### src/rtl/key_switch_conditioner.sv
// key_switch_conditioner
//   Conditions the raw board pushbuttons and slide switches before they reach
//   the key/switch PIOs.
//   - Every input passes through a 2-FF synchroniser and then a debounce
//     counter. A change is accepted only after DEBOUNCE_CYCLES stable samples.
//   - Every key also has a small FSM. It emits a one-cycle press pulse and,
//     where REPEAT_MASK enables it, auto-repeat pulses for set/adjust logic.
// Ports
//   clk_clk        system clock, rising edge
//   reset_reset_n  synchronous active-low reset
//   key_raw        raw pushbuttons (asynchronous)
//   sw_raw         raw slide switches (asynchronous)
//   key_level      debounced key state, 1 = pressed
//   key_pulse      one-cycle strobe on accepted press and on each repeat
//   sw_level       debounced switch state, same polarity as sw_raw
module key_switch_conditioner #(
   parameter int                  NUM_KEYS        = 4,
   parameter int                  NUM_SW          = 2,
   parameter int                  KEY_ACTIVE_LOW  = 1,
   parameter int                  DEBOUNCE_CYCLES = 50000,
   parameter int                  REPEAT_DELAY    = 25000000,
   parameter int                  REPEAT_RATE     = 5000000,
   parameter logic [NUM_KEYS-1:0] REPEAT_MASK     = '0
) (
   input  logic                clk_clk,
   input  logic                reset_reset_n,
   input  logic [NUM_KEYS-1:0] key_raw,
   input  logic [NUM_SW-1:0]   sw_raw,
   output logic [NUM_KEYS-1:0] key_level,
   output logic [NUM_KEYS-1:0] key_pulse,
   output logic [NUM_SW-1:0]   sw_level
);

   localparam int NUM_IN  = NUM_KEYS + NUM_SW;
   localparam int DB_W    = $clog2(DEBOUNCE_CYCLES);
   localparam int RPT_MAX = (REPEAT_DELAY > REPEAT_RATE) ? REPEAT_DELAY : REPEAT_RATE;
   localparam int RPT_W   = $clog2(RPT_MAX);

   localparam logic              KAL        = (KEY_ACTIVE_LOW != 0);
   // Raw level of an idle input. The synchroniser is reset to this value so
   // that releasing reset never looks like a press.
   localparam logic [NUM_IN-1:0] SYNC_RST   = {{NUM_SW{1'b0}}, {NUM_KEYS{KAL}}};
   // XOR mask that turns every key into "1 = pressed". Switches pass through.
   localparam logic [NUM_IN-1:0] POL_MASK   = {{NUM_SW{1'b0}}, {NUM_KEYS{KAL}}};
   localparam logic [DB_W-1:0]   DB_TERM    = DB_W'(DEBOUNCE_CYCLES - 1);
   localparam logic [RPT_W-1:0]  DELAY_TERM = RPT_W'(REPEAT_DELAY - 1);
   localparam logic [RPT_W-1:0]  RATE_TERM  = RPT_W'(REPEAT_RATE - 1);

   typedef enum logic [1:0] {
      IDLE  = 2'd0,
      HELD  = 2'd1,
      DELAY = 2'd2,
      RPT   = 2'd3
   } key_state_e;

   logic [NUM_IN-1:0]   s1_q;
   logic [NUM_IN-1:0]   s2_q;
   logic [NUM_IN-1:0]   sample;
   logic [NUM_IN-1:0]   lvl_cur;    // accepted (stable) level of each input
   logic [NUM_KEYS-1:0] key_next;   // accepted level a key takes at the next edge

   // Two-flop synchroniser, shared by keys and switches.
   always_ff @(posedge clk_clk) begin
      if (!reset_reset_n) begin
         s1_q <= SYNC_RST;
         s2_q <= SYNC_RST;
      end else begin
         s1_q <= {sw_raw, key_raw};
         s2_q <= s1_q;
      end
   end

   assign sample = s2_q ^ POL_MASK;

   // Debounce. The counter only runs while the sample differs from the
   // accepted level. Any return to that level clears the count.
   for (genvar gi = 0; gi < NUM_IN; gi++) begin : g_db
      logic            st_q;
      logic            st_d;
      logic [DB_W-1:0] cnt_q;
      logic [DB_W-1:0] cnt_d;

      always_comb begin
         st_d  = st_q;
         cnt_d = '0;
         if (sample[gi] != st_q) begin
            if (cnt_q == DB_TERM) begin
               st_d = sample[gi];
            end else begin
               cnt_d = cnt_q + 1'b1;
            end
         end
      end

      always_ff @(posedge clk_clk) begin
         if (!reset_reset_n) begin
            st_q  <= 1'b0;
            cnt_q <= '0;
         end else begin
            st_q  <= st_d;
            cnt_q <= cnt_d;
         end
      end

      assign lvl_cur[gi] = st_q;

      if (gi < NUM_KEYS) begin : g_key_next
         assign key_next[gi] = st_d;
      end
   end

   // Per-key press / auto-repeat FSM. The FSM watches the debounce next-state,
   // so the press pulse is registered on the same edge as key_level rises.
   for (genvar gi = 0; gi < NUM_KEYS; gi++) begin : g_key
      key_state_e       state_q;
      key_state_e       state_d;
      logic [RPT_W-1:0] rcnt_q;
      logic [RPT_W-1:0] rcnt_d;
      logic             pulse_q;
      logic             pulse_d;
      logic             rise;
      logic             fall;

      assign rise = key_next[gi] & ~lvl_cur[gi];
      assign fall = ~key_next[gi] & lvl_cur[gi];

      always_comb begin
         state_d = state_q;
         rcnt_d  = rcnt_q;
         pulse_d = 1'b0;
         case (state_q)
            IDLE: begin
               if (rise) begin
                  pulse_d = 1'b1;
                  rcnt_d  = '0;
                  state_d = REPEAT_MASK[gi] ? DELAY : HELD;
               end
            end
            HELD: begin
               if (fall) begin
                  state_d = IDLE;
               end
            end
            DELAY, RPT: begin
               // Release wins over a repeat that falls due on the same edge.
               if (fall) begin
                  state_d = IDLE;
                  rcnt_d  = '0;
               end else if (rcnt_q == ((state_q == DELAY) ? DELAY_TERM : RATE_TERM)) begin
                  pulse_d = 1'b1;
                  rcnt_d  = '0;
                  state_d = RPT;
               end else begin
                  rcnt_d = rcnt_q + 1'b1;
               end
            end
            default: begin
               state_d = IDLE;
               rcnt_d  = '0;
            end
         endcase
      end

      always_ff @(posedge clk_clk) begin
         if (!reset_reset_n) begin
            state_q <= IDLE;
            rcnt_q  <= '0;
            pulse_q <= 1'b0;
         end else begin
            state_q <= state_d;
            rcnt_q  <= rcnt_d;
            pulse_q <= pulse_d;
         end
      end

      assign key_pulse[gi] = pulse_q;
   end

   assign key_level = lvl_cur[NUM_KEYS-1:0];
   assign sw_level  = lvl_cur[NUM_IN-1:NUM_KEYS];

endmodule
### config.mk
export PLATFORM = sky130hd
export DESIGN_NAME = key_switch_conditioner
export DESIGN_NICKNAME = d
export VERILOG_FILES = /design/src/rtl/key_switch_conditioner.sv
export SDC_FILE = /design/constraint.sdc
export NUM_CORES = 1
export LEC_CHECK = 0
export CELL_PAD_IN_SITES_DETAIL_PLACEMENT = 0
export CELL_PAD_IN_SITES_GLOBAL_PLACEMENT = 1
export CORE_MARGIN = 2
export CORE_UTILIZATION = 45
export CTS_CLUSTER_SIZE = 14
export DETAILED_ROUTE_END_ITERATION = 10
export MAX_ROUTING_LAYER = met4
export PLACE_DENSITY_LB_ADDON = 0.25
export SETUP_SLACK_MARGIN = 0.15
export SLEW_MARGIN = 10
export SYNTH_ARGS = -nofsm -noshare
export SYNTH_HDL_FRONTEND = slang
export SYNTH_SLANG_ARGS = --single-unit
### constraint.sdc
create_clock -name clk_clk -period 7.5 [get_ports clk_clk]
set_input_delay 1.5 -clock clk_clk [delete_from_list [all_inputs] [get_ports clk_clk]]
set_output_delay 1.5 -clock clk_clk [all_outputs]
set_load 0.005 [all_outputs]
==> flow_summary.yaml <==
run_status:
  status: "complete, no violations"
setup_path:
  crit_path_max_incr_delay_ns: 0.59
  criticalPathCategory: "register to output port"
  required_ns: 6.00
  worst-path-buf-inv: 1
  crit_slowest_cell: "clkdlybuf4s50_1"
  cp-end-kind: "output port"
  path_cells: "clkdlybuf4s50_1"
  worstSetupStartpointType: "register"
  startpoint: "g_db[0].st_q"
  r2r_cells: 5
  path_depth: 1
  reg2reg_from: "g_key[2].rcnt_q[16]"
  path_max_fanout: 7
  crit_family: "buffers and inverters"
  arrival_ns: 1.61
global_route:
  grt_pass1_wl_um: 40300
  grt_pass1_vias: 8442
  grtUsageTotal_pct: 18.6
  gr-total-overflow: 0
  antenna_found_initial: 0
  grt_max_degree: 79
place:
  place_congestion: 0.777
  io_buffer_count: 17
  dp_hpwl_um: 14700
clock_tree:
  cts_buffer_depth: 3
  cts_resized: 0
  clk_latency_ns: 0.53
  cts.sinks: 226
  clk_pin_slew_ns: 0.06
  post_cts_buffers: 0
  ctsHoldBuffers: 0
  tritoncts: "built"
  htreeDepth: 1
  cts_inserted_buffers: 28
  root_buffer: "clkbuf_16"
synth:
  synth-async-reset-ratio_pct: 0
  synth_nets: 1281
  yosysSeqAreaShare_pct: 41.7
  synth_top_area_share_pct: 41.7
  synth.avg_cell_area_um2: 8.58
  synth-edff-count: 0
  netlist_area_um2: 10800
  synthTopCellsByCount: "dfxtp_1 (226), nor2_1 (133), a211oi_1 (82), nand2_1 (82), nand3_1 (82)"
  synth_cell_types: 55
  syn_inst: 1263
  post-synth-top-count-cell: "dfxtp_1"
  synth_ff_type: "dfxtp_1"
  synth.top_cells.by_area: "dfxtp_1 (42%), a211oi_1 (5.7%), nor2_1 (4.6%)"
  synth_top_cell_by_area: "dfxtp_1"
  ys_ff_latch: 226
  yosys_warnings: 0
route:
  viasPerCell: 5.65
  drt_iter0_drc: 461
  wl_per_cell_um: 14.5
  detail-route-antenna-nets: 0
  dr_total_vias: 8969
  drc_errors: 0
  routed_wl_um: 22900
  dr.pass1.iters: 4
final_layout:
  drive_gt1_share_pct: 6.38
  area_growth_pct: 12.0
  nets: 1266
  multi_input_area_um2: 5880
  seqCellArea_um2: 4520
  num_antenna_cells: 0
  fill_cells: 2305
worst_hold_path:
  min_path_type: "register to register"
  whs_path_depth: 1
  min_from: "s1_q[0]"
timing:
  slew_viol_final: 0
  worst_pin_slew_ns: 1.17
  relSlewSlack_pct: 22.0
  fin_crit_ns: 3.11
  hold_viol: 0
  clock-skew-final_ns: 0.00904
  tns_ns: 0
  period_share_pct: 41.5
  finalSetupViolCount: 0
  rsz0062_at_grt: "false"
  timing.fmax_ghz: 0.322
die:
  row_count: 56
  coreArea_um2: 23500
  dieArea_um2: 25300
  die_y_um: 159
  start_util_pct: 46.0
  fp.dieW_um: 159
  ios: 18
flow_run:
  maxCapViolCount: 0
power_and_ir_drop:
  ir_drop_v: 0.000203
  pwr_density_cell_nw_per_um2: 215
  finalPower_uw: 2610
  leakage_uw: 0.00358
-- per-layer routing --
layer	share of wire (%)	global-route usage (%)	vias up
met3	2.4	2.40	31
met1	50	24.8	4219
li1	-	-	4628
met4	2.0	4.55	0
met2	45	30.0	91
met5	0	-	-
-- kinds of logic (layout without fill, tap and decap cells) --
logic type | count (synthesis) | after routing | synth area share [%]
compound gates | 222 | 222 | 14.3
xor+xnor | 96 | 96 | 7.76
fa+ha+maj | 10 | 10 | 1.15
buf+inv | 108 | 114 | 4.27
flops | 226 | 226 | 41.7
mux | 6 | 6 | 0.554
simple gates | 595 | 595 | 30.2
-- through the flow --
step	std cells	setup WS [ns]	hold WS, ns	area, um^2	utilization (%)
2_1_floorplan	1263	4.80	0.386	10800	-
3_3_place_gp	1537	3.85	0.388	11200	47.5
3_5_place_dp	1537	3.82	0.392	11200	47.5
4_1_cts	1588	4.37	0.407	12100	51.6
5_1_grt	1588	4.23	0.414	12100	51.6
6_report	1588	4.39	0.404	12100	51.6
-- state kept, by name, indices dropped and copies added (netlist names) --
name / flops
s1_q: 6
g_db.cnt_q: 96
s2_q: 6
g_key.pulse_q: 4
g_key.rcnt_q: 100
g_db.st_q: 6
g_key.state_q: 8
-- cells in the final DEF, fill, tap and decap left out, types with 10 or more instances in the layout --
cell type / instances
nand2b_1: 16
ha_1: 10
or4_1: 42
clkbuf_16: 29
nand2_1: 82
nor3_1: 31
clkdlybuf4s50_1: 17
a211oi_1: 82
nor4_1: 16
inv_1: 36
xor2_1: 49
xnor2_1: 47
a21oi_1: 12
o21ai_0: 53
nor4bb_1: 10
nor2_1: 133
nand4_1: 42
o31ai_1: 35
and3_1: 24
nand3_1: 82
or3_1: 49
dfxtp_1: 226
and2_1: 13
and4_1: 15
-- layout make-up --
| class | count | area share, % |
|---|---|---|
| multi-input combinational | 929 | 48.4 |
| sequential | 226 | 37.3 |
| clock buffer | 39 | 6.70 |
| tap | 319 | 3.29 |
| timing repair buffer | 26 | 1.96 |
| clock inverter | 12 | 1.19 |
| inverter | 37 | 1.16 |
-- power by group --
group	switching, uW	internal [uW]
Clock	515	857
Combinational	20.4	7.71
Sequential	2.54	1200
-- final timing paths --
check	endpoint	slack, ns
worst min register to register	s2_q[0]	0.40
worst max-delay path	key_level[0]	4.39
worst max register to register	g_key[2].rcnt_q[12]	4.44
worst min-delay path	s2_q[0]	0.40
Power figures use the tool's default switching activity.
